**src/rtl/sync_fifo_ctrl_if.sv**
```systemverilog
// Request/status bundle between a FIFO user and sync_fifo_ctrl.
// The master side pushes and pops; the slave side is the FIFO itself.
interface sync_fifo_ctrl_if #(
    parameter int DATA_WIDTH = 8,
    parameter int DEPTH      = 8
);
    localparam int CW = $clog2(DEPTH + 1);

    logic                  flush;
    logic                  w_en;
    logic [DATA_WIDTH-1:0] data_in;
    logic                  r_en;
    logic [DATA_WIDTH-1:0] data_out;
    logic                  rd_valid;
    logic                  full;
    logic                  empty;
    logic                  almost_full;
    logic                  almost_empty;
    logic [CW-1:0]         count;
    logic                  overflow;
    logic                  underflow;

    modport master (
        output flush, w_en, data_in, r_en,
        input  data_out, rd_valid, full, empty, almost_full, almost_empty,
               count, overflow, underflow
    );

    modport slave (
        input  flush, w_en, data_in, r_en,
        output data_out, rd_valid, full, empty, almost_full, almost_empty,
               count, overflow, underflow
    );
endinterface

```
**src/rtl/sync_fifo_ctrl.sv**
```systemverilog
// Single-clock FIFO with any DEPTH >= 2, occupancy count, almost flags,
// synchronous flush, overflow/underflow pulses, and FWFT or registered read.
module sync_fifo_ctrl #(
    parameter int DATA_WIDTH = 8,
    parameter int DEPTH      = 8,
    parameter bit FWFT       = 1'b0,
    parameter int AF_LEVEL   = DEPTH - 1,
    parameter int AE_LEVEL   = 1
) (
    input logic             clk,
    input logic             rst,
    sync_fifo_ctrl_if.slave fifo
);
    localparam int PW = $clog2(DEPTH);
    localparam int CW = $clog2(DEPTH + 1);
    localparam logic [PW-1:0] PTR_LAST = PW'(DEPTH - 1);
    localparam logic [CW-1:0] CNT_FULL = CW'(DEPTH);
    localparam logic [CW-1:0] AF_THR   = CW'(AF_LEVEL);
    localparam logic [CW-1:0] AE_THR   = CW'(AE_LEVEL);

    logic [DATA_WIDTH-1:0] mem [DEPTH];
    logic [PW-1:0]         w_ptr;
    logic [PW-1:0]         r_ptr;
    logic [CW-1:0]         cnt;
    logic                  is_empty;
    logic                  is_full;
    logic                  rd_acc;
    logic                  wr_acc;
    logic                  wr_go;
    logic                  ovf_q;
    logic                  unf_q;

    assign is_empty = (cnt == '0);
    assign is_full  = (cnt == CNT_FULL);

    // A full FIFO still takes a write when the same edge pops a word.
    assign rd_acc = fifo.r_en & ~is_empty;
    assign wr_acc = fifo.w_en & (~is_full | rd_acc);
    assign wr_go  = wr_acc & ~fifo.flush;

    // Explicit wrap so non-power-of-two depths use every entry.
    function automatic logic [PW-1:0] ptr_inc(input logic [PW-1:0] p);
        return (p == PTR_LAST) ? '0 : p + PW'(1);
    endfunction

    always_ff @(posedge clk or posedge rst) begin
        if (rst) begin
            w_ptr <= '0;
            r_ptr <= '0;
            cnt   <= '0;
        end else if (fifo.flush) begin
            w_ptr <= '0;
            r_ptr <= '0;
            cnt   <= '0;
        end else begin
            if (wr_acc) w_ptr <= ptr_inc(w_ptr);
            if (rd_acc) r_ptr <= ptr_inc(r_ptr);
            if (wr_acc & ~rd_acc)
                cnt <= cnt + CW'(1);
            else if (rd_acc & ~wr_acc)
                cnt <= cnt - CW'(1);
        end
    end

    // Storage is deliberately not reset.
    always_ff @(posedge clk) begin
        if (wr_go) mem[w_ptr] <= fifo.data_in;
    end

    always_ff @(posedge clk or posedge rst) begin
        if (rst) begin
            ovf_q <= 1'b0;
            unf_q <= 1'b0;
        end else begin
            ovf_q <= ~fifo.flush & fifo.w_en & ~wr_acc;
            unf_q <= ~fifo.flush & fifo.r_en & ~rd_acc;
        end
    end

    assign fifo.count        = cnt;
    assign fifo.full         = is_full;
    assign fifo.empty        = is_empty;
    assign fifo.almost_full  = (cnt >= AF_THR);
    assign fifo.almost_empty = (cnt <= AE_THR);
    assign fifo.overflow     = ovf_q;
    assign fifo.underflow    = unf_q;

    generate
        if (FWFT) begin : g_fwft
            // Head word is always on the bus; r_en acknowledges it.
            assign fifo.data_out = mem[r_ptr];
            assign fifo.rd_valid = ~is_empty;
        end else begin : g_reg
            logic                  rd_go;
            logic                  rd_vld_q;
            logic [DATA_WIDTH-1:0] dout_q;

            assign rd_go = rd_acc & ~fifo.flush;

            always_ff @(posedge clk or posedge rst) begin
                if (rst) begin
                    rd_vld_q <= 1'b0;
                    dout_q   <= '0;
                end else begin
                    rd_vld_q <= rd_go;
                    if (rd_go) dout_q <= mem[r_ptr];
                end
            end

            assign fifo.data_out = dout_q;
            assign fifo.rd_valid = rd_vld_q;
        end
    endgenerate
endmodule

```
**src/flat_wrapper.sv**
```systemverilog
// flat-port wrapper written by rule: the top's interface ports become plain ports
module sync_fifo_ctrl_flat 
#(
    parameter int DATA_WIDTH = 8,
    parameter int DEPTH      = 8,
    parameter bit FWFT       = 1'b0,
    parameter int AF_LEVEL   = DEPTH - 1,
    parameter int AE_LEVEL   = 1
)
  (clk, rst, fifo_flush, fifo_w_en, fifo_data_in, fifo_r_en, fifo_data_out, fifo_rd_valid, fifo_full, fifo_empty, fifo_almost_full, fifo_almost_empty, fifo_count, fifo_overflow, fifo_underflow);
  sync_fifo_ctrl_if #(.DATA_WIDTH(DATA_WIDTH), .DEPTH(DEPTH)) fifo_i ();
  input logic clk;
  input logic rst;
  input wire logic [$bits(fifo_i.flush)-1:0] fifo_flush;
  input wire logic [$bits(fifo_i.w_en)-1:0] fifo_w_en;
  input wire logic [$bits(fifo_i.data_in)-1:0] fifo_data_in;
  input wire logic [$bits(fifo_i.r_en)-1:0] fifo_r_en;
  output wire logic [$bits(fifo_i.data_out)-1:0] fifo_data_out;
  output wire logic [$bits(fifo_i.rd_valid)-1:0] fifo_rd_valid;
  output wire logic [$bits(fifo_i.full)-1:0] fifo_full;
  output wire logic [$bits(fifo_i.empty)-1:0] fifo_empty;
  output wire logic [$bits(fifo_i.almost_full)-1:0] fifo_almost_full;
  output wire logic [$bits(fifo_i.almost_empty)-1:0] fifo_almost_empty;
  output wire logic [$bits(fifo_i.count)-1:0] fifo_count;
  output wire logic [$bits(fifo_i.overflow)-1:0] fifo_overflow;
  output wire logic [$bits(fifo_i.underflow)-1:0] fifo_underflow;
  assign fifo_i.flush = fifo_flush;
  assign fifo_i.w_en = fifo_w_en;
  assign fifo_i.data_in = fifo_data_in;
  assign fifo_i.r_en = fifo_r_en;
  assign fifo_data_out = fifo_i.data_out;
  assign fifo_rd_valid = fifo_i.rd_valid;
  assign fifo_full = fifo_i.full;
  assign fifo_empty = fifo_i.empty;
  assign fifo_almost_full = fifo_i.almost_full;
  assign fifo_almost_empty = fifo_i.almost_empty;
  assign fifo_count = fifo_i.count;
  assign fifo_overflow = fifo_i.overflow;
  assign fifo_underflow = fifo_i.underflow;
  sync_fifo_ctrl #(.DATA_WIDTH(DATA_WIDTH), .DEPTH(DEPTH), .FWFT(FWFT), .AF_LEVEL(AF_LEVEL), .AE_LEVEL(AE_LEVEL)) u_core (.clk(clk), .rst(rst), .fifo(fifo_i));
endmodule
```
**config.mk**
```make
export PLATFORM = sky130hd
export DESIGN_NAME = sync_fifo_ctrl_flat
export DESIGN_NICKNAME = d
export VERILOG_FILES = /design/src/rtl/sync_fifo_ctrl_if.sv /design/src/rtl/sync_fifo_ctrl.sv /design/src/flat_wrapper.sv
export SDC_FILE = /design/constraint.sdc
export NUM_CORES = 1
export LEC_CHECK = 0
export BUFFER_PORTS_ARGS = -buffer_cell sky130_fd_sc_hd__buf_4
export CAP_MARGIN = 40
export CORE_UTILIZATION = 53
export CTS_CLUSTER_SIZE = 24
export DETAILED_ROUTE_END_ITERATION = 7
export HOLD_SLACK_MARGIN = 0.12
export PLACE_DENSITY = 0.72
export SETUP_SLACK_MARGIN = 0.2
export SLEW_MARGIN = 20
export SYNTH_ARGS = -nofsm -noshare
export SYNTH_HDL_FRONTEND = slang
export SYNTH_SLANG_ARGS = --single-unit
```
**constraint.sdc**
```tcl
create_clock -name clk -period 2.2 [get_ports clk]
set_input_delay 0.11 -clock clk [delete_from_list [all_inputs] [get_ports clk]]
set_output_delay 0.11 -clock clk [all_outputs]
set_load 0.1 [all_outputs]
```
# After elaboration in Yosys (flattened, before gate mapping)
# Memories as Yosys holds them, arrays and structs flattened. A register that Yosys moved wholly into a read port is not among the register bits.
# Index checks and enable logic that the tools add are counted.
[totals] regBits=13 latchBits=0 ram_bits=64 mem_bits_ro=0 input_bits=13 word_cells=47 memories=1
[memory_table] name="u_core.mem" depth=8 word_bits=8 rd=1 rd_clocked_by_memory_dff=1 write_ports=1 line="sync_fifo_ctrl.sv:21" text="logic [DATA_WIDTH-1:0] mem [DEPTH];"
[classes] addsub=4 n_mul=0 n_div=0 order_cmp=2 eq_ne=3 shifts=0 mux=11 n_bitwise=16 reduce_logical=4
[ops] op="2-to-1 mux 3 bit" n=6
[ops] op="2-to-1 mux 4 bit" n=3
[ops] op="bitwise AND 1 bit" n=10
[ops] op="adder 3 x 1 -> 3 bit, second input constant" n=2
[ops] op="== test 3 bit, second input constant" n=2
[ops] op="NOT 1 bit" n=5
[ops] op="adder 4 x 1 -> 4 bit, second input constant" n=1
[ops] op="== test 4 bit, second input constant" n=1
[ops] op="greater-or-equal comparator 4 x 3 -> 1 bit, second input constant" n=1
[ops] op="less-or-equal comparator 4 x 1 -> 1 bit, second input constant" n=1
[ops] op="logical NOT 4 bit" n=1
[ops] op="nonzero test 2 bit" n=2
[ops] op="subtractor 4 x 1 -> 4 bit, second input constant" n=1
[ops] op="nonzero test 3 bit" n=1
[ops] op="2-to-1 mux 1 bit" n=2
[ops] op="OR 1 bit" n=1

# Longest topological paths before layout
# Gate-level depths: netlist of run 1.
[logic_depth] depth_word=10 ltp_mapped=8 ltp_nobuf=7

# Worst setup path before layout of run 1
# No wires, ideal clock.
[synth_path] kind="register to output" start="reg u_core.cnt[0] (netlist: u_core.fifo.count[0])" end="out fifo_almost_empty" arrival_ns=3.338 required_time_ns=2.090 setup_slack_ns=-1.248 stages_incl_launch_ff=4 path_buffers=0 cell_sequence="dfrtp_1 > ha_1 > nor2_1 > nor3_1"
[synth_between] elab_chain_len=1
[synth_lines] element="start, declared" line="sync_fifo_ctrl.sv:24" text="logic [CW-1:0] cnt;"
[synth_lines] element="start signal, assigned" line="sync_fifo_ctrl.sv:59" text="cnt <= cnt + CW'(1);"
[synth_lines] element="start signal, assigned" line="sync_fifo_ctrl.sv:61" text="cnt <= cnt - CW'(1);"
[synth_lines] element="less-or-equal comparator 4 x 1 -> 1 bit" line="sync_fifo_ctrl.sv:84" text="assign fifo.almost_empty = (cnt <= AE_THR);"
[synth_lines] element="end, declared" line="flat_wrapper.sv:23" text="output wire logic [$bits(fifo_i.almost_empty)-1:0] fifo_almost_empty;"
# Every way passes these cells.

# Worst setup path after layout of run 1
[layout_path] start="reg u_core.cnt[1] (netlist: u_core.fifo.count[1])" end="out fifo_empty"
[layout_between] elab_chain_len=1
[layout_lines] element="logical NOT 4 bit" line="sync_fifo_ctrl.sv:33" text="assign is_empty = (cnt == '0);"
[layout_lines] element="end, declared" line="flat_wrapper.sv:21" text="output wire logic [$bits(fifo_i.empty)-1:0] fifo_empty;"
# Every way passes these cells.

==> results of run 1 <==
-- cell type report --
type	instances	area, sq um	share of cell area [%]
Timing Repair Buffer	63	551.8	12.22
Inverter	8	42.54	0.9424
Tap cell	77	96.34	2.134
Sequential cell	85	2464	54.57
Clock buffer	10	127.6	2.827
Clock inverter	6	61.31	1.358
Multi-Input combinational cell	134	1171	25.94
-- registers in the layout, indices dropped and copies added, names as in the netlist --
| name | count |
|---|---|
| u_core.fifo.count | 4 |
| u_core.fifo.data_out | 8 |
| u_core.fifo.overflow | 1 |
| u_core.fifo.rd_valid | 1 |
| u_core.fifo.underflow | 1 |
| u_core.mem | 64 |
| u_core.r_ptr | 3 |
| u_core.w_ptr | 3 |
-- worst max-delay path, cell delays in order (launching register included) --
cell,delay (ps)
dfrtp_4,500
inv_4,70
ha_4,130
or3b_4,390
buf_6,140
clkinvlp_4,100
buf_12,180
-- repair_timing --
action                                 CTS  global route
hold buffers                            12             0
pin swaps                                0             1
gates cloned                             0             0
gates resized for setup                  5             2
setup endpoints to repair                9            18
buffers inserted                         1             4
endpoints found under the hold margin   95             0
-- cells in the mapped netlist, drive strengths merged --
| cell type | instances | area, sq um |
|---|---|---|
| a211oi | 1 | 12.51 |
| a21o | 2 | 15.01 |
| a21oi | 7 | 35.03 |
| a221oi | 8 | 70.07 |
| a22o | 9 | 78.83 |
| a22oi | 1 | 12.51 |
| a31oi | 1 | 6.260 |
| and2 | 1 | 6.260 |
| and3 | 1 | 11.26 |
| buf | 12 | 73.81 |
| clkbuf | 1 | 3.750 |
| dfrtp | 21 | 525.5 |
| edfxtp | 64 | 1922 |
| ha | 8 | 100.1 |
| inv | 8 | 30.03 |
| mux2 | 9 | 101.4 |
| mux2i | 34 | 340.3 |
| nand2 | 9 | 33.78 |
| nand2b | 5 | 31.28 |
| nand3 | 2 | 10.01 |
| nand3b | 1 | 7.510 |
| nand4b | 1 | 8.760 |
| nor2 | 13 | 51.30 |
| nor2b | 3 | 18.77 |
| nor3 | 7 | 35.03 |
| nor4bb | 1 | 10.01 |
| o21a | 1 | 7.510 |
| o21ai | 2 | 10.01 |
| or3 | 3 | 18.77 |
| or3b | 2 | 17.52 |
| xnor2 | 2 | 17.52 |
-- metrics by stage --
step | util, % | cell area (sq um) | cells | setup TNS (ps)
finish | 69.90 | 4514 | 383 | 0
global route | 69.90 | 4514 | 383 | 0
CTS | 69.08 | 4462 | 379 | 0
detailed placement | 63.89 | 4126 | 350 | 0
global placement | 63.66 | 4111 | 349 | 0
floorplan | - | 3747 | 240 | -2098
-- metal layers --
layer / up-vias / wire (microns) / track usage [%]
met5: - / 0 / 0
met4: 0 / 91 / 8.629
met3: 10 / 281 / 4.425
met2: 37 / 3465 / 35.70
met1: 1062 / 2974 / 27.86
li1: 1027 / - / -
-- final timing paths --
path / start / to / slack [ps] / cells past startpoint
worst max-delay path: u_core.fifo.count[1]$_DFFE_PP0P_ / fifo_empty / 230 / 6
worst max register to register: u_core.fifo.count[1]$_DFFE_PP0P_ / u_core.fifo.count[2]$_DFFE_PP0P_ / 250 / 6
worst min-delay path: rst / u_core.fifo.data_out[2]$_DFFE_PP0P_ / 300 / 3
min in group clk: u_core.fifo.data_out[4]$_DFFE_PP0P_ / u_core.fifo.data_out[4]$_DFFE_PP0P_ / 510 / 1
worst min register to register: u_core.fifo.data_out[4]$_DFFE_PP0P_ / u_core.fifo.data_out[4]$_DFFE_PP0P_ / 510 / 1
max in group asynchronous: rst / u_core.fifo.count[1]$_DFFE_PP0P_ / 1460 / 4
-- power groups by stage --
stage / Sequential (uW) / Combinational, uW / Clock (uW)
finish: 1990 / 2330 / 1060
global route: 2010 / 2450 / 1140
CTS: 1990 / 2300 / 1080
detailed placement: 2030 / 2210 / 0
global placement: 2020 / 2180 / 0
floorplan: 2770 / 1050 / 0
-- logic make-up (layout without fill, tap and decap cells) --
kind of cell	count (synthesis)	after routing	synth area share, %
flip-flops	85	85	67.56
AND/OR/NAND/NOR	49	49	7.185
multiplexers	43	43	12.19
AO/OA/AOI/OAI	32	32	6.839
buffers and inverters	21	87	2.970
adder cells (fa/ha/maj)	8	8	2.763
XOR/XNOR	2	2	0.4837
==> summary.txt, run 1 <==
Status
  • Status: complete, no violations

Drt
  • First-pass detailed-route iteration total: 6
  • Drt drc: 0
  • Initial DRC Count: 127
  • Routed wire length per instance: 17.79 microns
  • DR vias: 2,136
  • Detail-routed via count per cell: 5.577
  • Drt total wl: 6.813 mm
  • Antenna-violating nets left: 0

Global routing
  • First-pass GRT wire length: 11.24 mm
  • GRT overflow: 0
  • Largest net degree at the start of global routing: 26
  • Initial antenna violation count: 0
  • GR Util All Layers: 21.48%
  • Vias in the first global route: 2,181

STA
  • Fin crit period: 1968 ps
  • Clock skew: 6.214 ps
  • Pins Over Slew Limit: 0
  • Hold Violations, Final: 0
  • Worst-margin pin slew: 563.2 ps
  • RSZ-0062 raised after global routing: true
  • Hold Worst Slack: 295.4 ps
  • Final setup fails: 0
  • F_max: 508.2 MHz
  • PnR worst setup slack: 232.2 ps
  • Final period utilization: 89.45%
  • Slew headroom: 62.05%

Finish
  • Most frequent cells in the layout: edfxtp_1 (64), buf_4 (46), mux2i_1 (34)
  • Most common cell after layout, fill and taps aside: edfxtp_1
  • Nets: 322
  • N_diodes: 0
  • Layout cells sized above 1: 32.68%
  • Area Growth Syn to Fin: 24.63%
  • Fillers: 469

Setup path
  • Crit path max fanout: 5
  • Critical path data arrival time: 1860 ps
  • CP Data Required Time: 2090 ps
  • Setup crit end kind: primary output
  • Crit start category: flip-flop
  • Critical path class: reg -> out

CTS
  • CTS Buf Count: 9
  • Num Clock Sinks: 85
  • H-tree depth: 3
  • Clock Path Buffers: 2
  • Clock transition time at the flip-flop clock pins of the worst setup and hold paths: 80 ps
  • Worst-Skew Late Latency: 350 ps
  • CTS tree: yes
  • Root Buffer: clkbuf_8

Die
  • Die height: 84.67 microns
  • Ports: 32
  • Chip Width: 84.67 microns
  • Starting Density: 56.08%
  • Core area: 0.006459 sq mm
  • Die area: 0.007169 sq mm
  • Num rows: 29

Place
  • Number of I/O port buffers: 31
  • HPWL Detailed: 4.729 mm
  • Post-Place Worst Slack: 178.6 ps
  • Placer Congestion: 0.8122

Synth
  • Count of state elements after synthesis: 85
  • Cell area after synthesis: 0.003622 sq mm
  • Post-Syn Instances: 240
  • Post-synth net total: 261
  • Distinct cells, synth: 37
  • Syn. warnings: 0
  • Mean Syn Cell Area: 15.09 sq um
  • Seq/Total Area, Yosys: 67.56%

Pwr
  • Total Power: 5375 uW
  • P_sw: 2245 uW
  • Peak supply drop: 0.0008404 V
  • Switching part of the total: 41.77%
  • Part of the power in combinational logic: 43.3%
  • Clk network pwr share: 19.6%
  • P_leak: 0.001670 uW
  • Power Internal: 3130 uW
  • Power share of the sequential group: 37.0%
  • PwrDens: 1191 mW/mm^2

Run
  • Max_cap viols: 0

Worst hold path
  • Worst hold-check path type: in -> async
(Power assumes the default switching activity.)
==> run 2: changes to the inputs <==
- CELL_PAD_IN_SITES_DETAIL_PLACEMENT: unset -> 0
- CELL_PAD_IN_SITES_GLOBAL_PLACEMENT: unset -> 1
- CORE_UTILIZATION: 53 -> 44
- PLACE_DENSITY: 0.72 -> 0.71
==> run 2 against run 1 <==
Against the previous run:
- design area up 0.19%
- first-iteration DRC count down 37%
- critical path depth unchanged
- clock-buffer cell count up 1
- global-route usage down 3.5 points
- combinational power about the same
- critical path type unchanged
- critical endpoint unchanged
- largest cell class unchanged
- largest power group unchanged
==> summary.txt, run 2 (synthesis results as in run 1) <==
Status
  • Status: complete, no violations

CTS
  • H-tree depth: 3
  • CTS Buf Count: 9
  • Num Clock Sinks: 85
  • Clock transition time at the flip-flop clock pins of the worst setup and hold paths: 90 ps
  • Root Buffer: clkbuf_8
  • Clock Path Buffers: 2
  • CTS tree: yes
  • Worst-Skew Late Latency: 350 ps

STA
  • Worst-margin pin slew: 547.8 ps
  • Slew headroom: 63.10%
  • Hold Violations, Final: 0
  • F_max: 512.5 MHz
  • Fin crit period: 1951 ps
  • Final period utilization: 88.70%
  • PnR worst setup slack: 248.6 ps
  • Pins Over Slew Limit: 0
  • Final setup fails: 0
  • Clock skew: 10.23 ps
  • Setup_tns: 0 ps
  • RSZ-0062 raised after global routing: true

Pwr
  • PwrDens: 1176 mW/mm^2
  • Total Power: 5318 uW
  • Peak supply drop: 0.0007763 V
  • P_leak: 0.001670 uW

Run
  • Max_cap viols: 0

Setup path
  • Crit path launch: u_core.fifo.count[1]$_DFFE_PP0P_
  • R2r startpoint: u_core.fifo.count[1]$_DFFE_PP0P_
  • Critical path class: reg -> out
  • CP peak stage delay: 500 ps
  • FF-to-FF End: u_core.fifo.count[2]$_DFFE_PP0P_
  • Crit start category: flip-flop
  • Slowest cell on the critical path: dfrtp_4
  • Setup slack, reg-to-reg: 270 ps
  • Critical path data arrival time: 1840 ps
  • Crit path max fanout: 4
  • Worst Path Buf+Inv: 4
  • Setup crit end: fifo_empty
  • WP depth: 6
  • R2R depth: 6
  • Crit-path leading delay family: flip-flops
  • Setup crit end kind: primary output
  • CP cell instances: inv_4 > ha_4 > or3b_4 > buf_6 > clkinvlp_4 > buf_12
  • CP Data Required Time: 2090 ps

Die
  • Chip Width: 92.73 microns
  • Die area: 0.008599 sq mm
  • Die height: 92.73 microns
  • Ports: 32
  • Starting Density: 46.16%
  • Core area: 0.007848 sq mm
  • Num rows: 32

Global routing
  • GR Util All Layers: 18.03%
  • First-pass GRT wire length: 11.28 mm
  • Initial antenna violation count: 0
  • Vias in the first global route: 2,122
  • GRT overflow: 0
  • Largest net degree at the start of global routing: 17

Drt
  • Initial DRC Count: 80
  • Antenna-violating nets left: 0
  • DR vias: 2,139
  • Detail-routed via count per cell: 5.230
  • Drt drc: 0
  • Routed wire length per instance: 17.00 microns
  • Drt total wl: 6.952 mm
  • First-pass detailed-route iteration total: 4

Place
  • Placer Congestion: 0.7438
  • Post-Place Worst Slack: 168.3 ps
  • Post-Place Cells: 376
  • HPWL Detailed: 4.748 mm
  • Number of I/O port buffers: 31

Worst hold path
  • Worst hold-check path type: in -> async

Finish
  • Max reg flops: 64
  • Nets: 323
  • Most flop-heavy register: u_core.mem
  • Area Growth Syn to Fin: 24.87%
  • Layout cells sized above 1: 32.90%
  • Finished Core Util: 57.64%
  • Post-Layout Cell Count: 409
  • Most frequent cells in the layout: edfxtp_1 (64), buf_4 (48), mux2i_1 (34)
  • N_diodes: 0
  • Most common cell after layout, fill and taps aside: edfxtp_1
[run 2: cell count changes in the layout (fill, tap and decap cells not counted), sizes merged]
cell,previous run,this run
buf,51,52
bufinv,1,0
clkbuf,10,11
clkinv,2,3
clkinvlp,4,3
[run 2: layout make-up]
| class | count | area (sq um) |
|---|---|---|
| clock buffer | 11 | 141.4 |
| clock inverter | 5 | 33.78 |
| fill | 659 | 3324 |
| inverter | 8 | 42.54 |
| multi-input combinational | 134 | 1167 |
| sequential | 85 | 2464 |
| tap | 102 | 127.6 |
| timing repair buffer | 64 | 546.8 |
[run 2: worst min-delay path by stage]
stage,start,end,depth (start not counted),slack [ps]
2_1_floorplan,rst,u_core.fifo.count[0]$_DFFE_PP0P_,1,90
3_3_place_gp,rst,u_core.fifo.underflow$_DFF_PP0_,2,350
3_5_place_dp,rst,u_core.fifo.data_out[1]$_DFFE_PP0P_,2,140
4_1_cts,rst,u_core.fifo.data_out[1]$_DFFE_PP0P_,3,320
5_1_grt,rst,u_core.fifo.data_out[1]$_DFFE_PP0P_,3,330
6_report,rst,u_core.fifo.rd_valid$_DFF_PP0_,3,300
[run 2: through the flow]
step,hold slack (ps),instance area (sq um)
after floorplan,86.61,3747
after global placement,349.6,4150
after detailed placement,143.7,4165
after CTS,319.0,4487
after global routing,328.7,4523
final,301.7,4523
[run 2: what timing repair did]
item / in CTS / in global routing
setup endpoints to repair: 9 / 17
buffers inserted: 1 / 4
hold buffers: 12 / 0
endpoints found under the hold margin: 95 / 0
gates resized for setup: 5 / 1
pin swaps: 1 / 1
[run 2: per-layer routing]
layer | up-vias | track usage (%) | routed length, microns
li1 | 1028 | - | -
met1 | 1060 | 25.63 | 3381
met2 | 43 | 27.04 | 3295
met3 | 8 | 4.023 | 203
met4 | 0 | 6.923 | 72
met5 | - | 0 | 0
[run 2: worst reg2reg max path: cells and delay by family (launching register included)]
kind / cells / cell delay, ps
compound gates: 1 / 190
buf+inv: 1 / 70
simple gates: 2 / 600
flops: 1 / 500
mux: 1 / 330
fa+ha+maj: 1 / 130
[run 2: where the power goes]
| part | switching, uW | internal, uW |
|---|---|---|
| Clock | 553 | 442 |
| Combinational | 1600 | 731 |
| Sequential | 112 | 1880 |
| Total | 2260 | 3050 |
